File: src/rtl/simplez_core_pkg.sv
// Shared Simplez definitions: opcodes, sequencer states and decode helpers.
package simplez_core_pkg;

  typedef enum logic [2:0] {
    OP_ST   = 3'd0,
    OP_LD   = 3'd1,
    OP_ADD  = 3'd2,
    OP_BR   = 3'd3,
    OP_BZ   = 3'd4,
    OP_CLR  = 3'd5,
    OP_DEC  = 3'd6,
    OP_HALT = 3'd7
  } opcode_e;

  typedef enum logic [2:0] {
    S_I0,
    S_I1,
    S_O0,
    S_O1,
    S_HLT
  } state_e;

  // ST, LD and ADD need a memory operand cycle (O0); the rest skip to O1.
  function automatic logic has_operand(opcode_e op);
    return (op == OP_ST) || (op == OP_LD) || (op == OP_ADD);
  endfunction

endpackage

File: src/rtl/simplez_seq.sv
// Simplez sequencer: state register, next-state logic and micro-order decode.
module simplez_seq
  import simplez_core_pkg::*;
(
  input  logic       clk,
  input  logic       rst,
  input  logic       step_en,
  input  logic       step,
  input  logic [2:0] fetch_op,
  input  logic [2:0] ri_op,
  input  logic       ac_zero,
  input  logic       cd_is_io,
  output logic       ld_ri,
  output logic       inc_cp,
  output logic       sel_cd,
  output logic       mem_rd,
  output logic       mem_wr,
  output logic       led_wr,
  output logic       ac_ld,
  output logic       ac_add,
  output logic       ac_clr,
  output logic       ac_dec,
  output logic       cp_ld,
  output logic       stop
);

  state_e  state;
  opcode_e op;
  logic    hold;

  assign op   = opcode_e'(ri_op);
  assign hold = step_en & ~step;
  assign stop = (state == S_HLT);

  // In I1 RI is still loading, so the branch to O0/O1 decodes the bus word.
  always_ff @(posedge clk) begin
    if (rst) begin
      state <= S_I0;
    end else begin
      case (state)
        S_I0:    if (!hold) state <= S_I1;
        S_I1:    state <= has_operand(opcode_e'(fetch_op)) ? S_O0 : S_O1;
        S_O0:    state <= S_O1;
        S_O1:    state <= (op == OP_HALT) ? S_HLT : S_I0;
        S_HLT:   state <= S_HLT;
        default: state <= S_I0;
      endcase
    end
  end

  always_comb begin
    ld_ri  = 1'b0;
    inc_cp = 1'b0;
    sel_cd = 1'b0;
    mem_rd = 1'b0;
    mem_wr = 1'b0;
    led_wr = 1'b0;
    ac_ld  = 1'b0;
    ac_add = 1'b0;
    ac_clr = 1'b0;
    ac_dec = 1'b0;
    cp_ld  = 1'b0;
    case (state)
      S_I0: mem_rd = ~hold;
      S_I1: begin
        ld_ri  = 1'b1;
        inc_cp = 1'b1;
      end
      S_O0: begin
        sel_cd = 1'b1;
        case (op)
          OP_LD, OP_ADD: mem_rd = 1'b1;
          OP_ST: begin
            led_wr = cd_is_io;
            mem_wr = ~cd_is_io;
          end
          default: ;
        endcase
      end
      S_O1: begin
        case (op)
          OP_LD:   ac_ld  = 1'b1;
          OP_ADD:  ac_add = 1'b1;
          OP_BR:   cp_ld  = 1'b1;
          OP_BZ:   cp_ld  = ac_zero;
          OP_CLR:  ac_clr = 1'b1;
          OP_DEC:  ac_dec = 1'b1;
          default: ;
        endcase
      end
      default: ;
    endcase
    // Abort any in-flight access: no memory or LED side effect under reset.
    if (rst) begin
      mem_rd = 1'b0;
      mem_wr = 1'b0;
      led_wr = 1'b0;
    end
  end

endmodule

File: src/rtl/simplez_core.sv
// Simplez CPU core: CP/RI/AC registers, LED port and datapath around simplez_seq.
module simplez_core
  import simplez_core_pkg::*;
#(
  parameter int unsigned ADDRW    = 9,
  parameter int unsigned LEDW     = 4,
  parameter int unsigned RESET_PC = 0,
  parameter int unsigned IO_ADDR  = (1 << ADDRW) - 1
) (
  input  logic               clk,
  input  logic               rst,
  input  logic               step_en,
  input  logic               step,
  output logic [ADDRW-1:0]   mem_addr,
  output logic               mem_rd,
  output logic               mem_wr,
  output logic [ADDRW+2:0]   mem_wdata,
  input  logic [ADDRW+2:0]   mem_rdata,
  output logic [LEDW-1:0]    leds,
  output logic               stop
);

  localparam int unsigned DATAW = ADDRW + 3;

  logic [ADDRW-1:0] cp;
  logic [DATAW-1:0] ri;
  logic [DATAW-1:0] ac;
  logic [ADDRW-1:0] cd;
  logic             ld_ri, inc_cp, sel_cd, led_wr;
  logic             ac_ld, ac_add, ac_clr, ac_dec, cp_ld;

  assign cd        = ri[ADDRW-1:0];
  assign mem_addr  = sel_cd ? cd : cp;
  assign mem_wdata = ac;

  simplez_seq u_seq (
    .clk      (clk),
    .rst      (rst),
    .step_en  (step_en),
    .step     (step),
    .fetch_op (mem_rdata[DATAW-1:ADDRW]),
    .ri_op    (ri[DATAW-1:ADDRW]),
    .ac_zero  (ac == '0),
    .cd_is_io (cd == ADDRW'(IO_ADDR)),
    .ld_ri    (ld_ri),
    .inc_cp   (inc_cp),
    .sel_cd   (sel_cd),
    .mem_rd   (mem_rd),
    .mem_wr   (mem_wr),
    .led_wr   (led_wr),
    .ac_ld    (ac_ld),
    .ac_add   (ac_add),
    .ac_clr   (ac_clr),
    .ac_dec   (ac_dec),
    .cp_ld    (cp_ld),
    .stop     (stop)
  );

  always_ff @(posedge clk) begin
    if (rst) begin
      cp   <= ADDRW'(RESET_PC);
      ri   <= '0;
      ac   <= '0;
      leds <= '0;
    end else begin
      if (ld_ri) ri <= mem_rdata;

      if (inc_cp)     cp <= cp + 1'b1;
      else if (cp_ld) cp <= cd;

      if (ac_ld)       ac <= mem_rdata;
      else if (ac_add) ac <= ac + mem_rdata;
      else if (ac_clr) ac <= '0;
      else if (ac_dec) ac <= ac - 1'b1;

      if (led_wr) leds <= ac[LEDW-1:0];
    end
  end

endmodule

File: config.mk
export PLATFORM = sky130hd
export DESIGN_NAME = simplez_core
export DESIGN_NICKNAME = d
export VERILOG_FILES = /design/src/rtl/simplez_core_pkg.sv /design/src/rtl/simplez_seq.sv /design/src/rtl/simplez_core.sv
export SDC_FILE = /design/constraint.sdc
export NUM_CORES = 1
export LEC_CHECK = 0
export ABC_AREA = 1
export BUFFER_PORTS_ARGS = -buffer_cell sky130_fd_sc_hd__buf_2
export CORE_ASPECT_RATIO = 1.75
export CORE_MARGIN = 2
export CORE_UTILIZATION = 62
export CTS_CLUSTER_DIAMETER = 50
export DETAILED_ROUTE_END_ITERATION = 16
export PLACE_DENSITY = 0.86
export SLEW_MARGIN = 0
export SYNTH_ARGS = -nofsm -noshare
export SYNTH_HDL_FRONTEND = slang
export SYNTH_SLANG_ARGS = --single-unit
File: constraint.sdc
create_clock -name clk -period 3.9 [get_ports clk]
set_input_delay 0.585 -clock clk [delete_from_list [all_inputs] [get_ports clk]]
set_output_delay 0.585 -clock clk [all_outputs]
set_load 0.05 [all_outputs]
==> results of run 1 <==
[final timing paths]
kind                                                   to                       from  slack [ns]
worst max register to register  mem_wdata[8]$_SDFFE_PP0P_  mem_wdata[0]$_SDFFE_PP0P_        1.89
worst min-delay path                   cp[7]$_SDFFE_PP0P_         cp[7]$_SDFFE_PP0P_        0.50
worst max-delay path                               mem_wr                        rst        1.44
worst min register to register         cp[7]$_SDFFE_PP0P_         cp[7]$_SDFFE_PP0P_        0.50
[power groups by stage]
stage / Combinational [W] / Clock, W / Sequential, W
floorplan: 0.000213 / 0 / 0.000468
global placement: 0.000280 / 0 / 0.000462
detailed placement: 0.000285 / 0 / 0.000463
CTS: 0.000286 / 0.000374 / 0.000453
global route: 0.000321 / 0.000387 / 0.000458
finish: 0.000289 / 0.000372 / 0.000454
[worst min-delay path, delay by kind of cell (launching register included)]
kind / cells / cell delay (ns)
AO/OA/AOI/OAI: 1 / 0.05
flip-flops: 1 / 0.33
AND/OR/NAND/NOR: 1 / 0.07
[cells in the mapped netlist]
cell / n
dfxtp_1: 40
buf_2: 3
inv_4: 1
o211ai_2: 1
clkinv_1: 3
nand2_4: 2
a21oi_1: 45
clkinv_2: 1
nand2_1: 152
xnor2_1: 3
nand2_2: 1
nand3_1: 29
o21ai_1: 17
fa_1: 1
nor2_1: 41
nor2_2: 2
nor3_1: 8
inv_2: 10
xor2_1: 7
a21oi_4: 1
o21ai_0: 23
clkbuf_1: 5
ha_1: 14
buf_6: 2
o22ai_1: 4
nor2_8: 2
nand3b_1: 1
a31oi_1: 4
o21bai_1: 1
nand4_2: 1
a21oi_2: 1
buf_1: 1
o211ai_1: 2
a311oi_1: 1
nand4_1: 6
nor2_4: 1
o31ai_1: 2
inv_1: 52
[logic make-up after synthesis]
| kind of cell | share of synthesized area (%) |
|---|---|
| xor gates and xnor gates | 2.90 |
| AOI/OAI and AO/OA | 18.5 |
| buffers and inverters | 10.4 |
| adders and majority gates | 6.47 |
| and+or+nand+nor | 35.1 |
| DFF | 26.5 |
[per-stage QoR]
| stage | power, W | util (%) | setup slack, ns | hold WS [ns] | std cells |
|---|---|---|---|---|---|
| floorplan | 0.000681 | - | 1.43 | 0.457 | 491 |
| global placement | 0.000742 | 69.0 | 1.47 | 0.475 | 576 |
| detailed placement | 0.000747 | 69.0 | 1.44 | 0.480 | 576 |
| CTS | 0.00111 | 71.6 | 1.43 | 0.501 | 584 |
| global route | 0.00117 | 71.6 | 1.33 | 0.524 | 584 |
| finish | 0.00112 | 71.6 | 1.44 | 0.500 | 584 |
[layout make-up]
class	instances	area (um^2)	share of cell area (%)
clock buffers	7	96.3	2.86
clock inverters	1	30.0	0.891
inverters	67	255	7.57
multi-input cells	373	1900	56.4
flip-flops and latches	40	801	23.7
well taps	52	65.1	1.93
repair buffers	44	223	6.60
[layer usage]
layer	up-vias	share of wire, %	wire length (um)
met5	-	0	0
met4	0	6.1	501
met3	34	4.2	341
met2	125	53	4310
met1	1524	37	3000
li1	1674	-	-
[registers in the layout (all words and copies together) (netlist names)]
signal,flops
u_seq.state,3
leds,4
ri,12
mem_wdata,12
cp,9
==> flow_metrics.tcl, run 1 <==
set metrics [dict create \
    initialDrtViolationCount 144 \
    worstMarginPinSlew_ns 0.677 \
    timing.final.crit_share_pct 63.0 \
    post-route-cell-area_mm2 0.00337 \
    critPathMaxStageDelay_ns 0.33 \
    vias_per_cell 5.75 \
    period_minus_slack_ns 2.46 \
    hold_path.class "flop to flop" \
    ys_ff_latch 40 \
    cts_made_buffers 5 \
    worstPathCellList "buf_2 > buf_4 > inv_1 > nand4_2 > inv_1 > nand2_1 > inv_1 > buf_2" \
    maxSlewViolCount 0 \
    crit_buf_inv 6 \
    grt_max_degree 30 \
    grt_pass1_wl_um 13800 \
    p_clk_share_pct 33.4 \
    top_usage_layer "met2" \
    overflow 0 \
    syn_inst 491 \
    h-tree-depth 2 \
    clock.fmax_mhz 407 \
    leakagePower_nw 1.74 \
    synthToLayoutAreaGrowth_pct 11.7 \
    synth_top_cell_by_area "dfxtp_1" \
    synth_area_per_cell_um2 6.15 \
    critPathKind "input port to primary output" \
    grtUsageMet2_pct 60.6 \
    antenna_found_initial 0 \
    nNetsFinal 562 \
    peakVddDrop_mv 0.271 \
    drive_gt1_share_pct 14.3 \
    num_vias 3357 \
    use_met1_pct 32.3 \
    pwr-share-comb_pct 25.9 \
    cp.arrival_ns 1.87 \
    final_common_cell "nand2_1" \
    fp-row-count 33 \
    grt_use_total_pct 31.9 \
    met3_usage_pct 3.09 \
    fp.dieArea_mm2 0.00546 \
    p_sw_share_pct 33.5 \
    synth_nets 522 \
    cts_max_path_buffers 2 \
    setup_viol 0 \
    switchingPower_w 0.000374 \
    port_buffers 43 \
    seq_area_frac_synth_pct 26.5 \
    diodes 0 \
    ys_warn_count 0 \
    ctsHoldBuffers 0 \
    die_w_um 56.7 \
    antenna_left 0 \
    cts_tree "yes" \
    io_pins 44 \
    required_ns 3.31 \
    critPathLaunchType "input port" \
    path_common_cell "inv_1" \
    maxCapViolCount 0 \
    place_hpwl_um 6350 \
    die_y_um 96.3 \
    core_region_area_mm2 0.00471 \
    min_delay_path_depth 2 \
    synth.top_cell.area_share_pct 26.5 \
    post-cts-setup-buffer-count 0 \
    cp.depth 8 \
    gp_congestion 0.878 \
    cts.sinks 40 \
    status "completed" \
    synth.distinct_cells 38 \
    fin_tns_setup_ns 0 \
    wl_um 8150 \
    drcViolationCount 0 \
    place_area_mm2 0.00325 \
    crit_family "buffers and inverters" \
    ctsResizeCount 0 \
    cp-end-kind "primary output" \
    slowest_stage "inv_1" \
    intPower_w 0.000741 \
    synth_area_leaders "dfxtp_1 27%, nand2_1 19%, a21oi_1 7.5%" \
    clk_pin_slew_ns 0.08 \
    grt_pass1_vias 3238 \
    drt_pass1_iterations 5 \
    hold_viol_final 0 \
    seqPwrFrac_pct 40.7 \
    start_util_pct 64.1 \
    clockRootBuffer "clkbuf_8" \
    final_cell_mix "152 x nand2_1, 52 x inv_1, 45 x a21oi_1" \
    rsz0062_at_grt "no" \
    fill_cells 445 \
    worstPathMaxFanout 29 \
    power.density_mw_per_mm2 331 \
    maxSlewHeadroom_pct 54.8 \
    clock_skew_ns 0.00525 \
    clk_latency_ns 0.29 \
    syn-cell-area_mm2 0.00302 \
    rr_worst_depth 13 \
    wire_per_inst_um 14.0 \
]
(Power assumes the default switching activity.)
==> run 2: changes to the inputs <==
--- a/config.mk
+++ b/config.mk
@@ -9,10 +9,10 @@
 export BUFFER_PORTS_ARGS = -buffer_cell sky130_fd_sc_hd__buf_2
 export CORE_ASPECT_RATIO = 1.75
 export CORE_MARGIN = 2
-export CORE_UTILIZATION = 62
+export CORE_UTILIZATION = 52
 export CTS_CLUSTER_DIAMETER = 50
 export DETAILED_ROUTE_END_ITERATION = 16
-export PLACE_DENSITY = 0.86
+export PLACE_DENSITY = 0.77
 export SLEW_MARGIN = 0
 export SYNTH_ARGS = -nofsm -noshare
 export SYNTH_HDL_FRONTEND = slang
==> constraint.sdc (replaced) <==
create_clock -name clk -period 2.06 [get_ports clk]
set_input_delay 0.309 -clock clk [delete_from_list [all_inputs] [get_ports clk]]
set_output_delay 0.309 -clock clk [all_outputs]
set_load 0.05 [all_outputs]
==> run 2 against run 1 <==
Effect of this change: utilization decreased by 9.5 points; sequential share of layout area decreased by 0.50 points; global-route usage decreased by 3.7 points; flip-flop and latch count unchanged; via count decreased by 0.80%; total power increased by 78%; die area increased by 18%; largest power group unchanged; highest routed layer unchanged.
==> flow_metrics.tcl, run 2 (synthesis results as in run 1) <==
set metrics [dict create \
    min_from "mem_rdata[0]" \
    io_pins 44 \
    top_layer_used "met4" \
    maxCapViolCount 0 \
    critPathLaunchType "flop" \
    hold_viol_final 0 \
    cp.arrival_ns 1.66 \
    maxSlewHeadroom_pct 77.4 \
    worstPathMaxFanout 14 \
    nNetsFinal 572 \
    crit_family "buffers and inverters" \
    clk_latency_ns 0.30 \
    wire_per_inst_um 13.6 \
    dr_wl_met2_um 4380 \
    place_ws_ns 0.124 \
    h-tree-depth 2 \
    rrSetupSlack_ns 0.20 \
    grt_use_total_pct 28.1 \
    drcViolationCount 0 \
    drt_pass1_iterations 5 \
    slowest_stage "dfxtp_1" \
    leakagePower_nw 1.77 \
    wl_met3_um 323 \
    power.density_mw_per_mm2 570 \
    clk_pin_slew_ns 0.08 \
    cts.sinks 40 \
    fin_tns_setup_ns 0 \
    final_common_cell "nand2_1" \
    crit_start "u_seq.state[2]$_SDFFE_PP0P_" \
    r2r-start "mem_wdata[5]$_SDFFE_PP0P_" \
    cts_made_buffers 5 \
    period_minus_slack_ns 1.97 \
    gp_congestion 0.943 \
    setup_ws_ns 0.0944 \
    cts_max_path_buffers 2 \
    fp.dieArea_mm2 0.00645 \
    wl_um 8420 \
    grt_pass1_vias 3085 \
    wirelength_met1_um 3330 \
    diodes 0 \
    core_region_area_mm2 0.00559 \
    final_cell_mix "151 x nand2_1, 52 x inv_1, 45 x a21oi_1" \
    cts_tree "yes" \
    peakVddDrop_mv 0.291 \
    required_ns 1.75 \
    port_buffers 43 \
    drive_gt1_share_pct 17.2 \
    grt_max_degree 20 \
    die_w_um 61.6 \
    worstPathCellList "nor2_2 > nand2_2 > clkinv_4 > buf_4 > o21ai_0 > buf_2" \
    synthToLayoutAreaGrowth_pct 15.0 \
    clock_skew_ns 0.0103 \
    initialDrtViolationCount 186 \
    ctsHoldBuffers 0 \
    post-cts-setup-buffer-count 0 \
    crit_buf_inv 3 \
    clockRootBuffer "clkbuf_8" \
    rsz0062_at_grt "no" \
    worstMarginPinSlew_ns 0.338 \
    grt_pass1_wl_um 13900 \
    antenna_left 0 \
    num_vias 3330 \
    maxSlewViolCount 0 \
    cp-end-kind "primary output" \
    critPathKind "flop to primary output" \
    overflow 0 \
    start_util_pct 54.0 \
    fp-row-count 36 \
    die_y_um 105 \
    place_hpwl_um 6650 \
    critPathMaxStageDelay_ns 0.41 \
    setup_viol 0 \
    status "completed" \
    antenna_found_initial 0 \
    hold_path.class "input port to flop" \
    timing.final.crit_share_pct 95.4 \
    clock.fmax_mhz 509 \
    vias_per_cell 5.39 \
]
[run 2: cell count changes in the layout (fill, tap and decap cells not counted), moves of 2 or more]
| cell | delta |
|---|---|
| clkinv_2 | +2 |
| buf_2 | -3 |
| dfxtp_1 | -3 |
| buf_4 | +12 |
| dfxtp_2 | +2 |
[run 2: layer usage]
layer | global-route usage (%) | vias to the layer above
met1 | 32.8 | 1496
li1 | - | 1701
met5 | 0 | -
met4 | 14.6 | 0
met2 | 48.0 | 107
met3 | 2.60 | 26
[run 2: cell type report]
cell class / count / area, um^2
repair buffers: 54 / 305
inverters: 67 / 260
flip-flops and latches: 40 / 807
clock inverters: 2 / 10.0
fillers: 597 / 2110
multi-input cells: 373 / 1910
clock buffers: 6 / 82.6
well taps: 76 / 95.1
[run 2: repair_timing]
| item | in CTS | in global routing |
|---|---|---|
| gates resized for setup | 2 | 10 |
| pin swaps | 0 | 0 |
| endpoints found under the setup margin | 4 | 7 |
[run 2: through the flow]
step,instances,area (um^2),hold slack [ns],utilization [%],power [W]
2_1_floorplan,491,3020,0.453,-,0.00129
6_report,618,3470,0.298,62.2,0.00198
5_1_grt,618,3470,0.299,62.2,0.00209
3_5_place_dp,610,3350,0.481,60.0,0.00144
4_1_cts,618,3450,0.287,61.8,0.00197
3_3_place_gp,610,3350,0.478,60.0,0.00143
[run 2: path summary, 6_finish.rpt]
check	end	cells past startpoint
setup / recovery	mem_addr[4]	6
hold / removal	ri[0]$_SDFFE_PP0P_	3
setup reg to reg	mem_wdata[7]$_SDFFE_PP0P_	10
hold reg to reg	cp[7]$_SDFFE_PP0P_	2
[run 2: worst register-to-register path, stage by stage (launching register included)]
cell,delay (ns)
dfxtp_1,0.39
ha_1,0.39
nand2_1,0.10
nor2_1,0.22
nand2_1,0.08
nand2_1,0.09
xor2_1,0.23
nand2_1,0.08
nand2_1,0.06
nand2_1,0.05
a21oi_1,0.11
[run 2: power by group]
part | internal, W | switching, W
registers | 0.000813 | 0.0000442
logic | 0.000183 | 0.000389
clock network | 0.000268 | 0.000283
==> run 3: changes to the inputs <==
--- a/config.mk
+++ b/config.mk
@@ -9,10 +9,10 @@
 export BUFFER_PORTS_ARGS = -buffer_cell sky130_fd_sc_hd__buf_2
 export CORE_ASPECT_RATIO = 1.75
 export CORE_MARGIN = 2
-export CORE_UTILIZATION = 52
+export CORE_UTILIZATION = 58
 export CTS_CLUSTER_DIAMETER = 50
 export DETAILED_ROUTE_END_ITERATION = 16
-export PLACE_DENSITY = 0.77
+export PLACE_DENSITY = 0.81
 export SLEW_MARGIN = 0
 export SYNTH_ARGS = -nofsm -noshare
 export SYNTH_HDL_FRONTEND = slang
==> constraint.sdc (replaced) <==
create_clock -name clk -period 2 [get_ports clk]
set_input_delay 0.3 -clock clk [delete_from_list [all_inputs] [get_ports clk]]
set_output_delay 0.3 -clock clk [all_outputs]
set_load 0.05 [all_outputs]
==> run 3 against run 2 <==
Effect of this change: first-iteration DRC count grew 46%; total power grew 9.0%; largest cell class unchanged; hold slack lost 0.017 ns; cell area shrank 0.29%; highest routed layer unchanged; clock skew shrank 0.0049 ns; sequential share of layout area is essentially flat; clock power grew 25%; largest power group unchanged; sequential power grew 2.9%; routed wire length shrank 0.27%.
==> flow_metrics.tcl, run 3 (synthesis results as in run 1) <==
set metrics [dict create \
    critPathKind "flop to primary output" \
    worstMarginPinSlew_ns 0.329 \
    maxSlewHeadroom_pct 78.1 \
    worstPathMaxFanout 15 \
    overflow 0 \
    leakagePower_nw 1.77 \
    start_util_pct 60.6 \
    initialDrtViolationCount 271 \
    fin_hold_ws_ns 0.281 \
    power_w 0.00216 \
    grt_pass1_vias 3153 \
    clock.fmax_mhz 521 \
    placed_cells 587 \
    io_pins 44 \
    nNetsFinal 571 \
    h-tree-depth 2 \
    setup_viol 0 \
    critPathMaxStageDelay_ns 0.35 \
    final_cell_mix "151 x nand2_1, 52 x inv_1, 45 x a21oi_1" \
    diodes 0 \
    clock_skew_ns 0.00534 \
    cts_made_buffers 5 \
    fp-row-count 34 \
    worstPathCellList "nor2_2 > nand2_2 > inv_2 > buf_4 > nand2_1 > o21ai_0 > buf_4" \
    power.density_mw_per_mm2 623 \
    maxSlewViolCount 0 \
    wl_um 8390 \
    critPathLaunchType "flop" \
    cp.arrival_ns 1.62 \
    antenna_left 0 \
    cp-end-kind "primary output" \
    cts_tree "yes" \
    num_vias 3319 \
    synthToLayoutAreaGrowth_pct 14.7 \
    core_region_area_mm2 0.00498 \
    status "completed" \
    stdcell_count 595 \
    clockRootBuffer "clkbuf_8" \
    hold_viol_final 0 \
    cts_max_path_buffers 2 \
    vias_per_cell 5.58 \
    peakVddDrop_mv 0.538 \
    rsz0062_at_grt "yes" \
    die_y_um 99.4 \
    clk_latency_ns 0.30 \
    wire_per_inst_um 14.1 \
    cts.sinks 40 \
    maxCapViolCount 0 \
    fp.dieArea_mm2 0.00582 \
    antenna_found_initial 0 \
    clk_pin_slew_ns 0.09 \
    path_common_cell "buf_4" \
    hold_path.class "input port to flop" \
    gp_congestion 0.937 \
    die_w_um 58.5 \
    fill_cells 456 \
    grt_pass1_wl_um 13900 \
    required_ns 1.70 \
    ctsHoldBuffers 0 \
    drcViolationCount 0 \
    fin_tns_setup_ns 0 \
    port_buffers 43 \
    place_hpwl_um 6450 \
    grt_use_total_pct 30.6 \
    grt_max_degree 29 \
    drive_gt1_share_pct 17.0 \
    period_minus_slack_ns 1.92 \
    slowest_stage "dfxtp_1" \
    crit_family "buffers and inverters" \
    timing.final.crit_share_pct 96.0 \
    crit_buf_inv 3 \
    final_common_cell "nand2_1" \
    drt_pass1_iterations 5 \
]
==> run 3: cell types whose count changed in the layout (fill, tap and decap cells not counted) <==
cell / previous run / this run
clkinv_2: 3 / 2
nor2_2: 3 / 4
clkbuf_8: 6 / 5
clkbuf_4: 1 / 4
bufinv_16: 0 / 1
dfxtp_1: 37 / 38
dfxtp_2: 2 / 1
nor2_1: 40 / 39
buf_2: 40 / 36
clkinv_4: 1 / 0
inv_2: 9 / 10
clkinvlp_4: 0 / 1
==> run 3: where the power goes <==
group | internal, W | switching [W]
sequential | 0.000837 | 0.0000456
clock | 0.000370 | 0.000316
combinational | 0.000189 | 0.000401
==> run 3: layer usage <==
layer | track usage, % | wire length [um] | up-vias
met4 | 16.5 | 309 | 0
li1 | - | - | 1692
met5 | 0 | 0 | -
met3 | 2.08 | 346 | 21
met1 | 33.5 | 3290 | 1492
met2 | 56.1 | 4450 | 114
==> run 3: final timing paths <==
kind	end	slack, ns	from	depth (start not counted)
worst min-delay path	ri[0]$_SDFFE_PP0P_	0.28	mem_rdata[0]	3
worst max register to register	mem_wdata[8]$_SDFFE_PP0P_	0.17	mem_wdata[0]$_SDFFE_PP0P_	13
worst min register to register	cp[1]$_SDFFE_PP0P_	0.50	cp[1]$_SDFFE_PP0P_	2
worst max-delay path	mem_addr[0]	0.08	u_seq.state[0]$_SDFFE_PP0P_	7
==> run 3: worst reg2reg max path: cells and delay by family, from the launching register on <==
kind | cells | cell delay, ns
buf+inv | 2 | 0.14
flops | 1 | 0.37
simple gates | 8 | 0.59
fa+ha+maj | 2 | 0.56
compound gates | 1 | 0.05
==> run 3: final cells by class <==
class | count | area (um^2) | area share (%)
Clock inverter | 3 | 42.5 | 1.23
Tap cell | 54 | 67.6 | 1.95
Sequential cell | 40 | 806 | 23.3
Inverter | 67 | 255 | 7.37
Timing Repair Buffer | 53 | 308 | 8.89
Multi-Input combinational cell | 373 | 1910 | 55.3
Clock buffer | 5 | 68.8 | 1.99
==> run 3: timing repair <==
action / in CTS / in global routing
setup endpoints to repair: 3 / 13
resized for setup: 3 / 10
gates cloned: 0 / 0
buffers inserted: 0 / 0
==> run 3: through the flow <==
stage / setup slack (ns) / instance area, um^2 / util, %
2_1_floorplan: -0.190 / 3020 / -
3_3_place_gp: 0.103 / 3320 / 66.7
3_5_place_dp: 0.0513 / 3320 / 66.7
4_1_cts: 0.00175 / 3440 / 69.1
5_1_grt: -0.0212 / 3460 / 69.6
6_report: 0.0792 / 3460 / 69.6
